**src/rtl/ball_animator.sv**
```systemverilog
// Basketball animator: issues erase/draw box commands to the box drawer once per frame.
// Define BALL_BOUNCE_EN to make the ball bounce off the floor instead of always landing.
`timescale 1ns/1ps
module ball_animator #(
    parameter int          BALL_SIZE = 4,
    parameter logic [2:0]  BALL_CLR  = 3'b110,
    parameter logic [2:0]  BG_CLR    = 3'b000,
    parameter int          X_MAX     = 160,
    parameter int          Y_MAX     = 120,
    parameter int          GRAVITY   = 1
) (
    input  logic       clk,
    input  logic       reset,
    input  logic       frame_tick,
    input  logic       launch,
    input  logic [7:0] x_init,
    input  logic [6:0] y_init,
    input  logic [4:0] vx_init,
    input  logic [5:0] vy_init,
    output logic [7:0] Xsym,
    output logic [6:0] Ysym,
    output logic [2:0] CLRsym,
    output logic [5:0] Scalesym,
    output logic       go,
    input  logic       done,
    output logic       ball_active,
    output logic       busy,
    output logic       overrun
);

    localparam logic signed [9:0] XLIM_S = 10'(X_MAX - BALL_SIZE);
    localparam logic signed [8:0] YLIM_S = 9'(Y_MAX - BALL_SIZE);

    typedef enum logic [2:0] {
        IDLE, DRAW_GO, DRAW_WAIT, WAIT_TICK, ERASE_GO, ERASE_WAIT, UPDATE
    } state_t;

    state_t             state_q, state_d;
    logic [7:0]         x_q, x_d;
    logic [6:0]         y_q, y_d;
    logic signed [4:0]  vx_q, vx_d;
    logic signed [5:0]  vy_q, vy_d;
    logic               active_q, active_d;
    logic [2:0]         clr_q, clr_d;
    logic               overrun_q, overrun_d;

    logic signed [9:0]  nx;
    logic signed [8:0]  ny;
    logic signed [4:0]  vx_neg;
    logic signed [5:0]  vy_neg, vy_grav, vy_half, vy_bnc;
    logic signed [6:0]  vy_sum;

    // Position/velocity candidates; the UPDATE state picks among them.
    always_comb begin
        nx      = $signed({2'b00, x_q}) + $signed({{5{vx_q[4]}}, vx_q});
        ny      = $signed({2'b00, y_q}) + $signed({{3{vy_q[5]}}, vy_q});
        vx_neg  = (vx_q == -5'sd16) ? 5'sd15 : -vx_q;
        vy_neg  = (vy_q == -6'sd32) ? 6'sd31 : -vy_q;
        vy_sum  = $signed({vy_q[5], vy_q}) + 7'(GRAVITY);
        vy_grav = (vy_sum > 7'sd31) ? 6'sd31 : vy_sum[5:0];
        vy_half = vy_q >>> 1;
        vy_bnc  = -vy_half;
    end

    always_comb begin
        state_d   = state_q;
        x_d       = x_q;
        y_d       = y_q;
        vx_d      = vx_q;
        vy_d      = vy_q;
        active_d  = active_q;
        clr_d     = clr_q;
        overrun_d = frame_tick && active_q && (state_q != WAIT_TICK);
        case (state_q)
            IDLE: if (launch) begin
                x_d      = x_init;
                y_d      = y_init;
                vx_d     = $signed(vx_init);
                vy_d     = $signed(vy_init);
                active_d = 1'b1;
                clr_d    = BALL_CLR;
                state_d  = DRAW_GO;
            end
            DRAW_GO:   state_d = DRAW_WAIT;
            DRAW_WAIT: if (done) state_d = active_q ? WAIT_TICK : IDLE;
            WAIT_TICK: if (frame_tick) begin
                clr_d   = BG_CLR;
                state_d = ERASE_GO;
            end
            ERASE_GO:   state_d = ERASE_WAIT;
            ERASE_WAIT: if (done) state_d = UPDATE;
            UPDATE: begin
                if (nx < 0) begin
                    x_d  = 8'd0;
                    vx_d = vx_neg;
                end else if (nx > XLIM_S) begin
                    x_d  = XLIM_S[7:0];
                    vx_d = vx_neg;
                end else begin
                    x_d  = nx[7:0];
                end
                if (ny < 0) begin
                    y_d  = 7'd0;
                    vy_d = vy_neg;
                end else if (ny >= YLIM_S) begin
                    y_d = YLIM_S[6:0];
`ifdef BALL_BOUNCE_EN
                    // A weak rebound (|vy| < 2) counts as landing.
                    if (vy_bnc > -6'sd2 && vy_bnc < 6'sd2) begin
                        vy_d     = 6'sd0;
                        active_d = 1'b0;
                    end else begin
                        vy_d = vy_bnc;
                    end
`else
                    vy_d     = 6'sd0;
                    active_d = 1'b0;
`endif
                end else begin
                    y_d  = ny[6:0];
                    vy_d = vy_grav;
                end
                clr_d   = BALL_CLR;
                state_d = DRAW_GO;
            end
            default: state_d = IDLE;
        endcase
    end

    always_ff @(posedge clk or negedge reset) begin
        if (!reset) begin
            state_q   <= IDLE;
            x_q       <= '0;
            y_q       <= '0;
            vx_q      <= '0;
            vy_q      <= '0;
            active_q  <= 1'b0;
            clr_q     <= '0;
            overrun_q <= 1'b0;
        end else begin
            state_q   <= state_d;
            x_q       <= x_d;
            y_q       <= y_d;
            vx_q      <= vx_d;
            vy_q      <= vy_d;
            active_q  <= active_d;
            clr_q     <= clr_d;
            overrun_q <= overrun_d;
        end
    end

    // x/y only change in launch and UPDATE, so they are stable across each command.
    assign Xsym        = x_q;
    assign Ysym        = y_q;
    assign CLRsym      = clr_q;
    assign Scalesym    = 6'(BALL_SIZE);
    assign go          = (state_q == DRAW_GO) || (state_q == ERASE_GO);
    assign busy        = (state_q != IDLE) && (state_q != WAIT_TICK);
    assign ball_active = active_q;
    assign overrun     = overrun_q;

endmodule

```
**config.mk**
```make
export PLATFORM = sky130hd
export DESIGN_NAME = ball_animator
export DESIGN_NICKNAME = d
export VERILOG_FILES = /design/src/rtl/ball_animator.sv
export SDC_FILE = /design/constraint.sdc
export NUM_CORES = 1
export LEC_CHECK = 0
export ABC_AREA = 0
export CAP_MARGIN = 10
export CELL_PAD_IN_SITES_DETAIL_PLACEMENT = 1
export CELL_PAD_IN_SITES_GLOBAL_PLACEMENT = 2
export CORE_ASPECT_RATIO = 0.75
export CORE_MARGIN = 5
export CORE_UTILIZATION = 37
export CTS_CLUSTER_DIAMETER = 120
export DETAILED_ROUTE_END_ITERATION = 8
export DONT_BUFFER_PORTS = 1
export PLACE_DENSITY_LB_ADDON = 0.1
export SLEW_MARGIN = 0
export SYNTH_ARGS = -nofsm -noshare
export SYNTH_HDL_FRONTEND = slang
export SYNTH_SLANG_ARGS = --single-unit
```
**constraint.sdc**
```tcl
create_clock -name clk -period 4.17 [get_ports clk]
set_input_delay 0.834 -clock clk [delete_from_list [all_inputs] [get_ports clk]]
set_output_delay 0.834 -clock clk [all_outputs]
set_load 0.01 [all_outputs]
```
## Word level (Yosys, flattened, before mapping)

Cells that the tools add are included.

| storage, ports and cells | value |
|---|---|
| flip-flop bits (word level) | 34 |
| input bits | 31 |
| output and inout port bits | 28 |
| word-level logic and storage cells | 79 |

| operators by class | value |
|---|---|
| $add $sub $neg | 5 |
| order comparisons | 5 |
| equal/unequal tests | 16 |
| multiplexer cells | 32 |
| reduce and logical (&&, ||, !) cells | 13 |

Operators by type and width:

| operator | count |
|---|---|
| 2-to-1 mux 6 bit | 5 |
| 2-to-1 mux 8 bit | 3 |
| 2-to-1 mux 7 bit | 3 |
| case mux 3 bit (7 select lines) | 1 |
| 2-to-1 mux 5 bit | 4 |
| 2-to-1 mux 3 bit | 6 |
| case mux 8 bit (2 select lines) | 1 |
| case mux 7 bit (2 select lines) | 1 |
| != test 2 bit (second input constant) | 6 |
| case mux 6 bit (2 select lines) | 1 |
| adder 9 x 5 -> 10 bit | 1 |
| > comparator 10 x 9 -> 1 bit (second input constant) | 1 |
| less-than comparator 10 x 1 -> 1 bit (second input constant) | 1 |
| case mux 5 bit (2 select lines) | 1 |
| adder 8 x 6 -> 9 bit | 1 |
| == test 3 bit (second input constant) | 3 |
| >= comparator 9 x 8 -> 1 bit (second input constant) | 1 |
| less-than comparator 9 x 1 -> 1 bit (second input constant) | 1 |
| case mux 3 bit (3 select lines) | 1 |
| AND reduction 4 bit | 2 |
| adder 6 x 2 -> 7 bit (second input constant) | 1 |
| > comparator 7 x 6 -> 1 bit (second input constant) | 1 |
| == test 3 x 2 -> 1 bit (second input constant) | 2 |
| == test 6 bit (second input constant) | 1 |
| other kinds (16) | 22 |

## Depth between registers and ports, before layout

| logic depth | value |
|---|---|
| depth in word-level cells | 6 |
| gate-level depth with buffers | 9 |
| gate-level depth less buffers | 9 |

## Least setup slack after synthesis

No wires, ideal clock.

| path | value |
|---|---|
| kind | reg-to-reg |
| start point | register vy_q[0] |
| end point | register vy_q[3] |
| setup time | 139 ps |
| data arrival time | 2804 ps |
| data required time | 4031 ps |
| slack | 1226 ps |
| cell stages (with the launch flop) | 10 |
| buffers on the path | 0 |
| clock period less this slack | 2944 ps |
| cells stage by stage | dfrtp_1 -> ha_1 -> fa_1 -> a211oi_1 -> nor2_1 -> o41ai_4 -> mux2_2 -> a21o_1 -> a31oi_1 -> a41oi_1 |

| between the ends | value |
|---|---|
| longest elaborated chain between the ends | 6 |
| elaborated cells between the ends (all ways) | 12 |
| those cells by class | add/sub: 3; order compare: 3; eq/ne: 1; mux: 5 |

RTL lines:

| element | RTL line | text |
|---|---|---|
| start, declared | 42 | `logic signed [5:0] vy_q, vy_d;` |
| start signal, assigned | 145 | `vy_q <= vy_d;` |
| adder 6 x 2 -> 7 bit | 59 | `vy_sum = $signed({vy_q[5], vy_q}) + 7'(GRAVITY);` |
| > comparator 7 x 6 -> 1 bit | 60 | `vy_grav = (vy_sum > 7'sd31) ? 6'sd31 : vy_sum[5:0];` |
| 2-to-1 mux 6 bit | 60 |  |
| 2-to-1 mux 6 bit | 105 | `end else if (ny >= YLIM_S) begin` |
| 2-to-1 mux 6 bit * | 102 | `if (ny < 0) begin` |
| case mux 6 bit (2 select lines) * | 74 | `case (state_q)` |

Every way passes the cells marked *; elsewhere a longest branch is shown, timed or not.
A chain may end at the register's enable or synchronous reset.

## Worst setup path after layout

| path | value |
|---|---|
| start point | register vy_q[0] |
| end point | register vy_q[1] |

The elaborated chain is that of the path after synthesis.

==> results.md <==
- Fmax achieved: 292.0 MHz
- Vias in the first global route: 2,991
- TritonRoute pass-1 iters: 4
- Total die area: 0.01067 mm^2
- RR Endpoint: vy_q[1]$_DFFE_PN0P_
- Worst EP required: 4300 ps
- Busiest metal layer after global routing: met2
- Status: finished clean
- Global-route wire length before repair: 16,700 um
- Clk root buf: clkbuf_16
- TritonCTS buffer count: 5
- Overall routed net length: 10,250 um
- Nets: 447
- DR iter-0 viols: 177
- Tmin final: 3425 ps
- Site Rows: 29
- WS Path Type: reg2reg
- Reg2Reg Setup Slack: 750 ps
- Mean Syn Cell Area: 7.875 um^2
- Worst reg-to-reg path cell count: 9
- Residual DRC count: 0
- Die X: 117.6 um
- RSZ-0062 raised after global routing: false
- Max Cap Viol: 0
- Met2 global-route usage: 0.2891
- Hold violation count in the final report: 0
- Die Ht: 90.71 um
- DRT antenna net count: 0
- Routed len/inst: 20.42 um
- DP HPWL: 7546 um
- Ys async rst share: 1.000
- I/O pin count: 59
- Placement Cell Area: 0.003238 mm^2
- Total negative setup slack: 0 ps
- #FFs+latches synth: 32
- Post-synthesis sequential area ratio: 0.2492
- Pins over their slew limit: 0
- Worst r2r src: vy_q[0]$_DFFE_PN0P_
- CTS tree: yes
- GRT Overall Usage: 0.1886
- Setup Buffers After CTS: 0
- Worst-Margin Slew: 902.1 ps
- N_diodes: 0
- Mapped Cells: 408
- Gr ovfl total: 0
- CORE AREA: 0.008454 mm^2
- Min-delay worst type: in2async
- Bufs on Longest Clock Path: 2
- Worst endpoint data arrival time: 3550 ps
- CTS clk-pin slew, worst paths: 60 ps
- Worst-Skew Late Latency: 280 ps
- Max_slew headroom: 0.3986
- GP Congestion: 0.8339
- Netlist cell types: 69
- Most used DFF post-synth: dfrtp_1
- Post-CTS sizing: 0
- Initial antenna violation count: 0
- Met3 GRT Util: 0.04195
- IO Port Bufs: 0
- Critical Path Fanout Max: 10
- Synthesized area: 0.003213 mm^2
- Hold_buf cts: 0
- Setup violations, final: 0
- WHS: 246.1 ps
- Vias per cell: 6.008
- Period Utilization, post-route: 0.8213
- Vias: 3,016
- Largest net degree at the start of global routing: 33
- Startpoint types: register
- Htree depth: 2
- Worst Setup End Kind: register
- Post-synth EDFFs: 0
- Skew final: 3.961 ps
- YS warnings: 0
- GR Util met1: 0.2765
- Design Area, Final: 0.003387 mm^2
- Total clock sinks: 32
- Initial cell density of the core: 0.3801
- Synthesis-to-finish area growth: 5.413%
- Layout cells sized above 1: 0.06091
## placed cells by master (no fill, tap or decap), types with 6 or more instances in the layout
cell / count
a21o_1: 9
nor2_1: 32
nand2_1: 35
o21ai_0: 41
nand2b_1: 8
conb_1: 7
inv_1: 17
nor3_1: 10
ha_1: 21
a211oi_1: 6
xnor2_1: 10
dfrtp_1: 32
nand3_1: 8
o21a_1: 8
a21oi_1: 35
a31oi_1: 6
## kinds of logic after synthesis
family	synth area share
AO/OA/AOI/OAI	0.3182
AND/OR/NAND/NOR	0.2103
buffers and inverters	0.06698
flip-flops	0.2492
adder cells (fa/ha/maj)	0.09424
XOR/XNOR	0.04595
multiplexers	0.01285
other	0.002337
## worst max-delay path, stage by stage (launching register included)
cell and delay, ps:
dfrtp_1 490, ha_1 280, fa_1 450, a211oi_1 380
nor2_1 180, a2111oi_0 610, and3_1 340, a21oi_1 140
a211oi_1 300, a22oi_1 100
## flip-flops by register name (all words and copies together) (netlist names)
register / cells
overrun: 1
vx_q: 5
Ysym: 7
vy_q: 6
CLRsym: 1
ball_active: 1
state_q: 3
Xsym: 8
## synth_stat cells (3+ instances only)
cell	n	area [um^2]
nand2_1	35	131.4
a21oi_1	35	175.2
dfrtp_1	32	800.8
nor2_1	32	120.1
buf_4	8	60.06
nand4_1	5	31.28
a211oi_1	6	45.04
nand3b_1	4	30.03
nand2b_1	8	50.05
o211ai_1	5	37.54
nor3b_1	5	37.54
xor2_1	5	43.79
o311ai_0	3	26.28
ha_1	21	262.8
o21ai_0	41	205.2
inv_1	17	63.81
clkbuf_1	19	71.32
mux2i_1	3	30.03
o21a_1	8	60.06
a21o_1	9	67.56
and2_1	4	25.02
nand3_1	8	40.04
xnor2_1	10	87.58
a31oi_1	6	37.54
o22ai_1	4	25.02
and3_1	4	25.02
nor3_1	10	50.05
o31ai_1	4	30.03
## how the worst max path moves through the flow
| stage | from | to | slack [ps] | cells past startpoint |
|---|---|---|---|---|
| 4_1_cts | vy_q[0]$_DFFE_PN0P_ | vy_q[1]$_DFFE_PN0P_ | 810 | 9 |
| 3_5_place_dp | vy_q[0]$_DFFE_PN0P_ | vy_q[1]$_DFFE_PN0P_ | 830 | 9 |
| 2_1_floorplan | vy_q[0]$_DFFE_PN0P_ | vy_q[3]$_DFFE_PN0P_ | 1230 | 9 |
| 5_1_grt | vy_q[0]$_DFFE_PN0P_ | vy_q[1]$_DFFE_PN0P_ | 340 | 9 |
| 3_3_place_gp | vy_q[0]$_DFFE_PN0P_ | vy_q[3]$_DFFE_PN0P_ | 900 | 9 |
| 6_report | vy_q[0]$_DFFE_PN0P_ | vy_q[1]$_DFFE_PN0P_ | 750 | 9 |
## area by class of cell
type	instances	area, um^2
clock buffer	6	138.9
clock inverter	2	10.01
fill	1033	5067
inverter	17	63.81
multi-input combinational	334	2216
sequential	32	800.8
tap	108	135.1
timing repair buffer	3	22.52
## metal layers
metal  up-vias  wire length (um)  share of wire
met5         -                 0              0
met4         0                41         0.0040
met3         7               493          0.048
met2        62              4426           0.43
met1      1475              5288           0.52
li1       1472                 -              -
## stage by stage
step                instances  worst slack [ps]  utilization
detailed placement        494             830.5       0.3830
global route              502             339.2       0.4006
global placement          494             901.6       0.3830
CTS                       502             809.3       0.4006
floorplan                 413              1226            -
finish                    502             745.1       0.4006
Power is not shown: default switching activity piles up to over one toggle a cycle in this logic, so the estimate is an artifact.
